===== src/rtl/rsa_keygen_ctrl_if.sv =====
// Handshake and data bundle between the RSA key-generation controller, its
// request source, the modular inverter and the key consumer.
interface rsa_keygen_ctrl_if #(
    parameter int WIDTH = 32
);
    // request side
    logic                 req_valid;
    logic                 req_ready;
    logic [WIDTH-1:0]     req_p;
    logic [WIDTH-1:0]     req_q;

    // inverter side
    logic                 inv_start;
    logic [WIDTH-1:0]     inv_p;
    logic [WIDTH-1:0]     inv_q;
    logic                 inv_finish;
    logic [2*WIDTH-1:0]   inv_e;
    logic [2*WIDTH-1:0]   inv_d;

    // key/result side
    logic                 key_valid;
    logic                 key_ready;
    logic [2*WIDTH-1:0]   key_n;
    logic [2*WIDTH-1:0]   key_e;
    logic [2*WIDTH-1:0]   key_d;
    logic                 key_err;
    logic [23:0]          key_cycles;
    logic                 busy;

    modport slave (
        input  req_valid, req_p, req_q,
        input  inv_finish, inv_e, inv_d,
        input  key_ready,
        output req_ready,
        output inv_start, inv_p, inv_q,
        output key_valid, key_n, key_e, key_d, key_err, key_cycles,
        output busy
    );

    modport master (
        output req_valid, req_p, req_q,
        output inv_finish, inv_e, inv_d,
        output key_ready,
        input  req_ready,
        input  inv_start, inv_p, inv_q,
        input  key_valid, key_n, key_e, key_d, key_err, key_cycles,
        input  busy
    );
endinterface


===== src/rtl/rsa_keygen_ctrl.sv =====
// RSA key-generation sequencer: validates the prime pair, kicks the external
// inverter, waits for it with a timeout and presents n/e/d to the consumer.
module rsa_keygen_ctrl #(
    parameter int WIDTH   = 32,
    parameter int TIMEOUT = 4096
) (
    input logic              clk,
    input logic              reset,
    rsa_keygen_ctrl_if.slave bus
);

    localparam int KW = 2 * WIDTH;
    // At TIMEOUT = 2^24 the reported cycle count wraps to 0 in the 24-bit field.
    localparam logic [23:0] CNT_LAST    = 24'(TIMEOUT - 1);
    localparam logic [23:0] CNT_TIMEOUT = 24'(TIMEOUT);

    typedef enum logic [1:0] {
        IDLE  = 2'd0,
        START = 2'd1,
        WAIT  = 2'd2,
        DONE  = 2'd3
    } state_t;

    state_t            state;
    state_t            state_next;

    logic [WIDTH-1:0]  p_reg;
    logic [WIDTH-1:0]  q_reg;
    logic [23:0]       cnt;

    logic [KW-1:0]     key_n;
    logic [KW-1:0]     key_e;
    logic [KW-1:0]     key_d;
    logic              key_err;
    logic [23:0]       key_cycles;

    logic              accept;
    logic              reject;
    logic              capture;
    logic              expire;

    function automatic logic operands_ok(input logic [WIDTH-1:0] p,
                                         input logic [WIDTH-1:0] q);
        return (p >= WIDTH'(3)) && (q >= WIDTH'(3)) && (p != q);
    endfunction

    function automatic logic [KW-1:0] modulus(input logic [WIDTH-1:0] p,
                                              input logic [WIDTH-1:0] q);
        return KW'(p) * KW'(q);
    endfunction

    always_ff @(posedge clk or posedge reset) begin
        if (reset) begin
            state <= IDLE;
        end else begin
            state <= state_next;
        end
    end

    always_comb begin
        state_next = state;
        accept     = 1'b0;
        reject     = 1'b0;
        capture    = 1'b0;
        expire     = 1'b0;
        unique case (state)
            IDLE: begin
                if (bus.req_valid) begin
                    accept = 1'b1;
                    if (operands_ok(bus.req_p, bus.req_q)) begin
                        state_next = START;
                    end else begin
                        reject     = 1'b1;
                        state_next = DONE;
                    end
                end
            end
            START: begin
                state_next = WAIT;
            end
            WAIT: begin
                // The first WAIT cycle may still see a finish left over from
                // the previous run, so only later cycles count; finish beats
                // a coincident timeout.
                if ((cnt != 24'd0) && bus.inv_finish) begin
                    capture    = 1'b1;
                    state_next = DONE;
                end else if (cnt == CNT_LAST) begin
                    expire     = 1'b1;
                    state_next = DONE;
                end
            end
            DONE: begin
                if (bus.key_ready) begin
                    state_next = IDLE;
                end
            end
            default: begin
                state_next = IDLE;
            end
        endcase
    end

    always_ff @(posedge clk or posedge reset) begin
        if (reset) begin
            p_reg <= '0;
            q_reg <= '0;
        end else if (accept) begin
            p_reg <= bus.req_p;
            q_reg <= bus.req_q;
        end
    end

    always_ff @(posedge clk or posedge reset) begin
        if (reset) begin
            cnt <= '0;
        end else if (state == START) begin
            cnt <= '0;
        end else if (state == WAIT) begin
            cnt <= cnt + 24'd1;
        end
    end

    // Result registers: written only on a capture, a reject or a timeout.
    always_ff @(posedge clk or posedge reset) begin
        if (reset) begin
            key_n      <= '0;
            key_e      <= '0;
            key_d      <= '0;
            key_err    <= 1'b0;
            key_cycles <= '0;
        end else if (capture) begin
            key_n      <= modulus(p_reg, q_reg);
            key_e      <= bus.inv_e;
            key_d      <= bus.inv_d;
            key_err    <= 1'b0;
            key_cycles <= cnt + 24'd1;
        end else if (expire) begin
            key_n      <= '0;
            key_e      <= '0;
            key_d      <= '0;
            key_err    <= 1'b1;
            key_cycles <= CNT_TIMEOUT;
        end else if (reject) begin
            key_n      <= '0;
            key_e      <= '0;
            key_d      <= '0;
            key_err    <= 1'b1;
            key_cycles <= '0;
        end
    end

    assign bus.req_ready  = (state == IDLE);
    assign bus.inv_start  = (state == START);
    assign bus.key_valid  = (state == DONE);
    assign bus.busy       = (state != IDLE);

    assign bus.inv_p      = p_reg;
    assign bus.inv_q      = q_reg;

    assign bus.key_n      = key_n;
    assign bus.key_e      = key_e;
    assign bus.key_d      = key_d;
    assign bus.key_err    = key_err;
    assign bus.key_cycles = key_cycles;

endmodule


===== src/flat_wrapper.sv =====
// flat-port wrapper written by rule: the top's interface ports become plain ports
module rsa_keygen_ctrl_flat 
#(
    parameter int WIDTH   = 32,
    parameter int TIMEOUT = 4096
)
  (clk, reset, bus_req_valid, bus_req_p, bus_req_q, bus_inv_finish, bus_inv_e, bus_inv_d, bus_key_ready, bus_req_ready, bus_inv_start, bus_inv_p, bus_inv_q, bus_key_valid, bus_key_n, bus_key_e, bus_key_d, bus_key_err, bus_key_cycles, bus_busy);
  rsa_keygen_ctrl_if #(.WIDTH(WIDTH)) bus_i ();
  input logic clk;
  input logic reset;
  input wire logic [$bits(bus_i.req_valid)-1:0] bus_req_valid;
  input wire logic [$bits(bus_i.req_p)-1:0] bus_req_p;
  input wire logic [$bits(bus_i.req_q)-1:0] bus_req_q;
  input wire logic [$bits(bus_i.inv_finish)-1:0] bus_inv_finish;
  input wire logic [$bits(bus_i.inv_e)-1:0] bus_inv_e;
  input wire logic [$bits(bus_i.inv_d)-1:0] bus_inv_d;
  input wire logic [$bits(bus_i.key_ready)-1:0] bus_key_ready;
  output wire logic [$bits(bus_i.req_ready)-1:0] bus_req_ready;
  output wire logic [$bits(bus_i.inv_start)-1:0] bus_inv_start;
  output wire logic [$bits(bus_i.inv_p)-1:0] bus_inv_p;
  output wire logic [$bits(bus_i.inv_q)-1:0] bus_inv_q;
  output wire logic [$bits(bus_i.key_valid)-1:0] bus_key_valid;
  output wire logic [$bits(bus_i.key_n)-1:0] bus_key_n;
  output wire logic [$bits(bus_i.key_e)-1:0] bus_key_e;
  output wire logic [$bits(bus_i.key_d)-1:0] bus_key_d;
  output wire logic [$bits(bus_i.key_err)-1:0] bus_key_err;
  output wire logic [$bits(bus_i.key_cycles)-1:0] bus_key_cycles;
  output wire logic [$bits(bus_i.busy)-1:0] bus_busy;
  assign bus_i.req_valid = bus_req_valid;
  assign bus_i.req_p = bus_req_p;
  assign bus_i.req_q = bus_req_q;
  assign bus_i.inv_finish = bus_inv_finish;
  assign bus_i.inv_e = bus_inv_e;
  assign bus_i.inv_d = bus_inv_d;
  assign bus_i.key_ready = bus_key_ready;
  assign bus_req_ready = bus_i.req_ready;
  assign bus_inv_start = bus_i.inv_start;
  assign bus_inv_p = bus_i.inv_p;
  assign bus_inv_q = bus_i.inv_q;
  assign bus_key_valid = bus_i.key_valid;
  assign bus_key_n = bus_i.key_n;
  assign bus_key_e = bus_i.key_e;
  assign bus_key_d = bus_i.key_d;
  assign bus_key_err = bus_i.key_err;
  assign bus_key_cycles = bus_i.key_cycles;
  assign bus_busy = bus_i.busy;
  rsa_keygen_ctrl #(.WIDTH(WIDTH), .TIMEOUT(TIMEOUT)) u_core (.clk(clk), .reset(reset), .bus(bus_i));
endmodule

===== config.mk =====
export PLATFORM = sky130hd
export DESIGN_NAME = rsa_keygen_ctrl_flat
export DESIGN_NICKNAME = d
export VERILOG_FILES = /design/src/rtl/rsa_keygen_ctrl_if.sv /design/src/rtl/rsa_keygen_ctrl.sv /design/src/flat_wrapper.sv
export SDC_FILE = /design/constraint.sdc
export NUM_CORES = 2
export LEC_CHECK = 0
export ABC_CLOCK_PERIOD_IN_PS = 20600
export BUFFER_PORTS_ARGS = -buffer_cell sky130_fd_sc_hd__buf_2
export CAP_MARGIN = 20
export CORE_ASPECT_RATIO = 1.25
export CORE_MARGIN = 5
export CORE_UTILIZATION = 35
export DETAILED_ROUTE_END_ITERATION = 8
export PLACE_DENSITY = 0.58
export SYNTH_ARGS = -nofsm -noshare
export SYNTH_HDL_FRONTEND = slang
export SYNTH_SLANG_ARGS = --single-unit

===== constraint.sdc =====
create_clock -name clk -period 20.6 [get_ports clk]
set_input_delay 0 -clock clk [delete_from_list [all_inputs] [get_ports clk]]
set_output_delay 0 -clock clk [all_outputs]
set_load 0.02 [all_outputs]

* Yosys cells after proc, flatten, opt, wreduce, memory -nomap -nowiden
Index checks and enable logic that the tools add are counted.
** Storage, ports and cells
- Register bits :: 307
- Bits of input ports :: 197
- Output and inout bits :: 285
- Word-level logic and storage cells :: 59
** Cells by class
- Add/sub/neg operators :: 1
- Multiply operators :: 1
- $lt $le $gt $ge :: 2
- Equal/unequal tests :: 8
- Multiplexer cells :: 29
- Reductions and logical operators :: 9
** Operators by type and width (count)
- $mux 64 :: 5
- $mux 24 :: 5
- $ge 32x2->1 const B :: 2
- $mul 32x32->64 :: 1
- $ne 32x32->1 :: 1
- $add 24x1->24 const B :: 1
- $eq 24x12->1 const B :: 1
- $reduce_bool 24->1 :: 1
- $mux 1 :: 13
- $mux 2 :: 5
- $pmux 2 s4 :: 1
- $eq 2x2->1 const B :: 2
- $ne 2x2->1 const B :: 2
- $reduce_bool 2->1 :: 2
- $logic_and 1x1->1 :: 3
- $ne 3x1->1 const B :: 1
- $reduce_and 3->1 :: 1
- $reduce_bool 3->1 :: 1
- $eq 2x1->1 const B :: 1
- $logic_not 2->1 :: 1

* Longest topological paths before layout
- Depth in word-level cells :: 9
- Mapped depth :: 27

* Worst setup path after synthesis
OpenSTA, ideal clock, no wires.
- Kind :: register to register
- From :: register u_core.p_reg[30], in the netlist u_core.bus.inv_p[30]
- To :: register u_core.key_n[60], in the netlist u_core.bus.key_n[60]
- Library setup time :: 136 ps
- Arrival time :: 7043 ps
- Data required time :: 20464 ps
- Path slack :: 13421 ps
- Stages on the path, launching flop included :: 27
- Buffers on the path :: 2
- Period minus slack after synthesis :: 7179 ps
- Path through :: dfrtp_1 clkbuf_1 nand2_1 fa_1 inv_1 fa_1 fa_1 inv_1 fa_1 inv_1 fa_1 fa_1 fa_1 inv_1 fa_1 inv_1 ha_1 clkbuf_1 a21o_1 a21o_1 a221oi_1 o21ai_0 a311oi_1 a21oi_1 a211oi_1 xor2_1 o21ai_0
** On the way
- Word-level cells in the longest chain between the ends :: 2
** Ends and longest elaborated chain
- start: declaration :: line rsa_keygen_ctrl.sv:27 : logic [WIDTH-1:0] p_reg;
- start signal: assignment :: line rsa_keygen_ctrl.sv:109 : p_reg <= bus.req_p;
- $mul 32x32->64 :: line rsa_keygen_ctrl.sv:49 : return KW'(p) * KW'(q);
- $mux 64 :: line rsa_keygen_ctrl.sv:132 : end else if (capture) begin
- end signal: assignment :: line rsa_keygen_ctrl.sv:133 : key_n <= modulus(p_reg, q_reg);
- end: declaration :: line rsa_keygen_ctrl.sv:31 : logic [KW-1:0] key_n;
Every way passes these cells.
A chain may end at the register's enable or synchronous reset.

* Worst setup path in the final report
- From :: register u_core.p_reg[13], in the netlist u_core.bus.inv_p[13]
- To :: register u_core.key_n[43], in the netlist u_core.bus.key_n[43]
Same word-level chain as after synthesis.

==> metrics.md <==
| Metric | Value |
|---|---|
| Critical path's slowest cell | `dfrtp_1` |
| Clock sink count | `a little over 300` |
| Cell Count, Final, Fillers Out | `between 7,000 and 8,000` |
| Placeable Area | `0.131 mm2` |
| Post-Syn Nets | `6,298` |
| Synthesized area per cell | `roughly 9.3 um2` |
| Fin. Hold Viols | `0` |
| Starting density of the core | `35.3%` |
| Rel. slew slack | `approximately 30%` |
| Via count of the first global-routing pass | `39,500` |
| CP Capture Type | `flop` |
| Post-route ant nets | `0` |
| Total grt overflow | `0` |
| Worst EP required | `~21 ns` |
| Post-DP HPWL | `114,000 um` |
| Top cells by count, synth | `fa_1, inv_1, nand2_1` |
| CTS Root Cell | `clkbuf_16` |
| CTS buffer count | `42` |
| Final setup violation count | `0` |
| Synth-to-layout area growth | `16.1%` |
| Critical Path AT | `between 8 and 9 ns` |
| DIE WIDTH | `about 330 um` |
| Placed insts | `6,908` |
| Layout fillers | `12,900` |
| DIE HEIGHT | `around 420 um` |
| Post-Synth XOR/XNOR Area | `2.09%` |
| Share of layout cells above drive strength 1 | `13.0%` |
| First-pass GRT wire length | `around 240,000 um` |
| Async S/R FF share, synth | `between 90% and 100%` |
| Residual DRC count | `0` |
| Clk slew on worst S/H paths | `roughly 0.06 ns` |
| Area share of fa/ha/maj cells after synthesis | `46.3%` |
| Via density | `5.02` |
| Register area share after synthesis | `between 10% and 20%` |
| Synth Cell Area | `0.0460 mm2` |
| Post-synth top area share | `39.0%` |
| Simple-Gate Fraction of Synth Area | `17.3%` |
| Total number of vias | `36,100` |
| Max_cap viols | `0` |
| Final Cycle Share | `40.5%` |
| Drt total wl | `151,000 um` |
| Worst-margin pin slew | `between 1 and 1.5 ns` |
| WL/cell | `21.0 um` |
| Ys Warns | `0` |
| Cell mode on critical path | `fa_1` |
| Post-layout net count | `6,789` |
| Max Clk Rate | `0.120 GHz` |
| Crit-path max FO | `23` |
| CTS H-tree lvls | `2` |
| Largest family of logic cells by synthesized area | `adder cells` |
| Setup CP Type | `flop to flop` |
| Crit-path cells | `buf_4 > and2_1 > fa_1 > fa_1 > inv_1 > fa_1 > fa_1 > inv_1 > fa_1 > fa_1 > fa_1 > fa_1 > ha_1 > nand2_1 > nor4_1 > a31oi_1 > a21o_1 > o21ai_0 > a31oi_1 > xor2_1 > o21ai_0` |
| Final Critical Period | `approximately 8.3 ns` |
| Synth cell types | `75` |
| Worst skew pair latency | `0.63 ns` |
| Post-synth EDFFs | `0` |
| Top-count cell post-synth | `fa_1` |
| Die Area | `roughly 0.14 mm2` |
| Post-layout util | `around two fifths` |
| Unrepaired setup endpoints after global routing | `no` |
| Final total negative setup slack | `0 ns` |
| Initial DRC count | `2,318` |
| DR pass1 iterations | `6` |
| Critical Path Max Stage Delay | `just under 0.8 ns` |
| Worst-case clock buffer depth | `3` |
| Gate count of the mapped netlist | `a little under 5,000` |
| Hold Crit Class | `primary input to async pin` |
| FP Rows | `approximately 150` |
| Final-report max-slew violation count | `0` |
| # Post-CTS Setup Buffers | `0` |
| Synth Register Bits | `307` |
| Initial antenna violation count | `11` |
| I/O Buffers | `between 400 and 500` |
| CTS tree | `built` |
| Final Wtd Congestion | `0.904` |
| I/O Pins | `482` |
| Fin Clk Skew | `0.0370 ns` |
| Post-synth top area cell | `fa_1` |
| Critical path startpoint category | `flop` |
| Total GRT Usage | `21.8%` |
| Synth Area in Compound Gates | `6.35%` |
| Status | `completed` |
| Area contributors post-synth | `fa_1, dfrtp_1, and2_1` |
| Post-synthesis mux area share | `1.59%` |
| Synth Flop Type | `dfrtp_1` |
| Largest net degree at the start of global routing | `about 160` |
[area by class of cell]
cell class                      instances  area, um2  share of cell area [%]
Clock inverter                         17        231                   0.433
Tap cell                             1725       2160                    4.04
Sequential cell                       307       7690                    14.4
Inverter                              869       3270                    6.12
Antenna cell                            3       7.51                  0.0141
Clock buffer                           59       1190                    2.24
Multi-Input combinational cell       3462      33900                    63.5
Timing Repair Buffer                  745       4940                    9.25
[through the flow]
step | setup slack (ns) | instance area, um2 | hold slack (ns)
2_1_floorplan | 12.11 | 46000 | 0.117
3_3_place_gp | 12.35 | 50000 | 0.146
3_5_place_dp | 12.41 | 50000 | 0.143
4_1_cts | 12.29 | 53300 | 0.0423
5_1_grt | 11.95 | 53400 | 0.0799
6_report | 12.25 | 53400 | 0.00621
[timing repair]
action	4_1_cts	5_1_grt
endpoints found under the hold margin	284	0
resized for setup	0	0
hold buffers	197	0
[worst paths after layout]
| path | startpoint | endpoint | slack, ns | depth (start not counted) |
|---|---|---|---|---|
| worst min register to register | u_core.bus.key_cycles[23] | u_core.bus.key_cycles[23] | 0.48 | 2 |
| min in group clk | bus_inv_e[51] | u_core.bus.key_e[51] | 0.12 | 4 |
| worst max register to register | u_core.bus.inv_p[13] | u_core.bus.key_n[43] | 12.25 | 21 |
| worst min-delay path | reset | u_core.bus.key_d[36] | 0.006 | 3 |
| max in group asynchronous | reset | u_core.bus.key_d[57] | 19.03 | 4 |
| worst max-delay path | u_core.bus.inv_p[13] | u_core.bus.key_n[43] | 12.25 | 21 |
[worst max-delay path, delay by kind of cell, from the launching register on]
family / cells / cell delay [ns]
and+or+nand+nor: 3 / 0.87
AOI/OAI and AO/OA: 5 / 1.17
DFF: 1 / 0.77
xor gates and xnor gates: 1 / 0.26
buffers and inverters: 3 / 0.55
adders and majority gates: 9 / 4.51
[routing by layer]
metal | GRT usage (%) | wire [um] | vias up
met1 | 28.1 | 60800 | 18700
met3 | 4.19 | 10400 | 243
met4 | 5.67 | 4670 | 2
met5 | 0 | 13 | -
met2 | 37.9 | 75200 | 1277
li1 | - | - | 15900
[sequential cells by signal, indices dropped and copies added (netlist names)]
signal	cells
u_core.bus.key_e	64
u_core.state	2
u_core.bus.key_err	1
u_core.bus.key_cycles	24
u_core.bus.key_d	64
u_core.bus.key_n	64
u_core.bus.inv_p	32
u_core.cnt	24
u_core.bus.inv_q	32
[placed cells by master (no fill, tap or decap), drive strengths merged, types with 31 or more instances in the layout]
cell / instances
xor2: 31
mux2: 64
ha: 269
clkbuf: 59
dfrtp: 307
fa: 896
buf: 548
a21oi: 71
nand2: 865
xnor2: 79
dlygate4sd3: 197
and2: 595
a21o: 37
o22ai: 57
inv: 870
o21ai: 224
nor2: 40
[cells by family after synthesis]
kind of cell / count (synthesis)
simple gates: 1635
flops: 307
xor+xnor: 110
fa+ha+maj: 1165
mux: 65
compound gates: 487
buf+inv: 1167
Power is not shown: default switching activity piles up to over one toggle a cycle in this logic, so the estimate is an artifact.
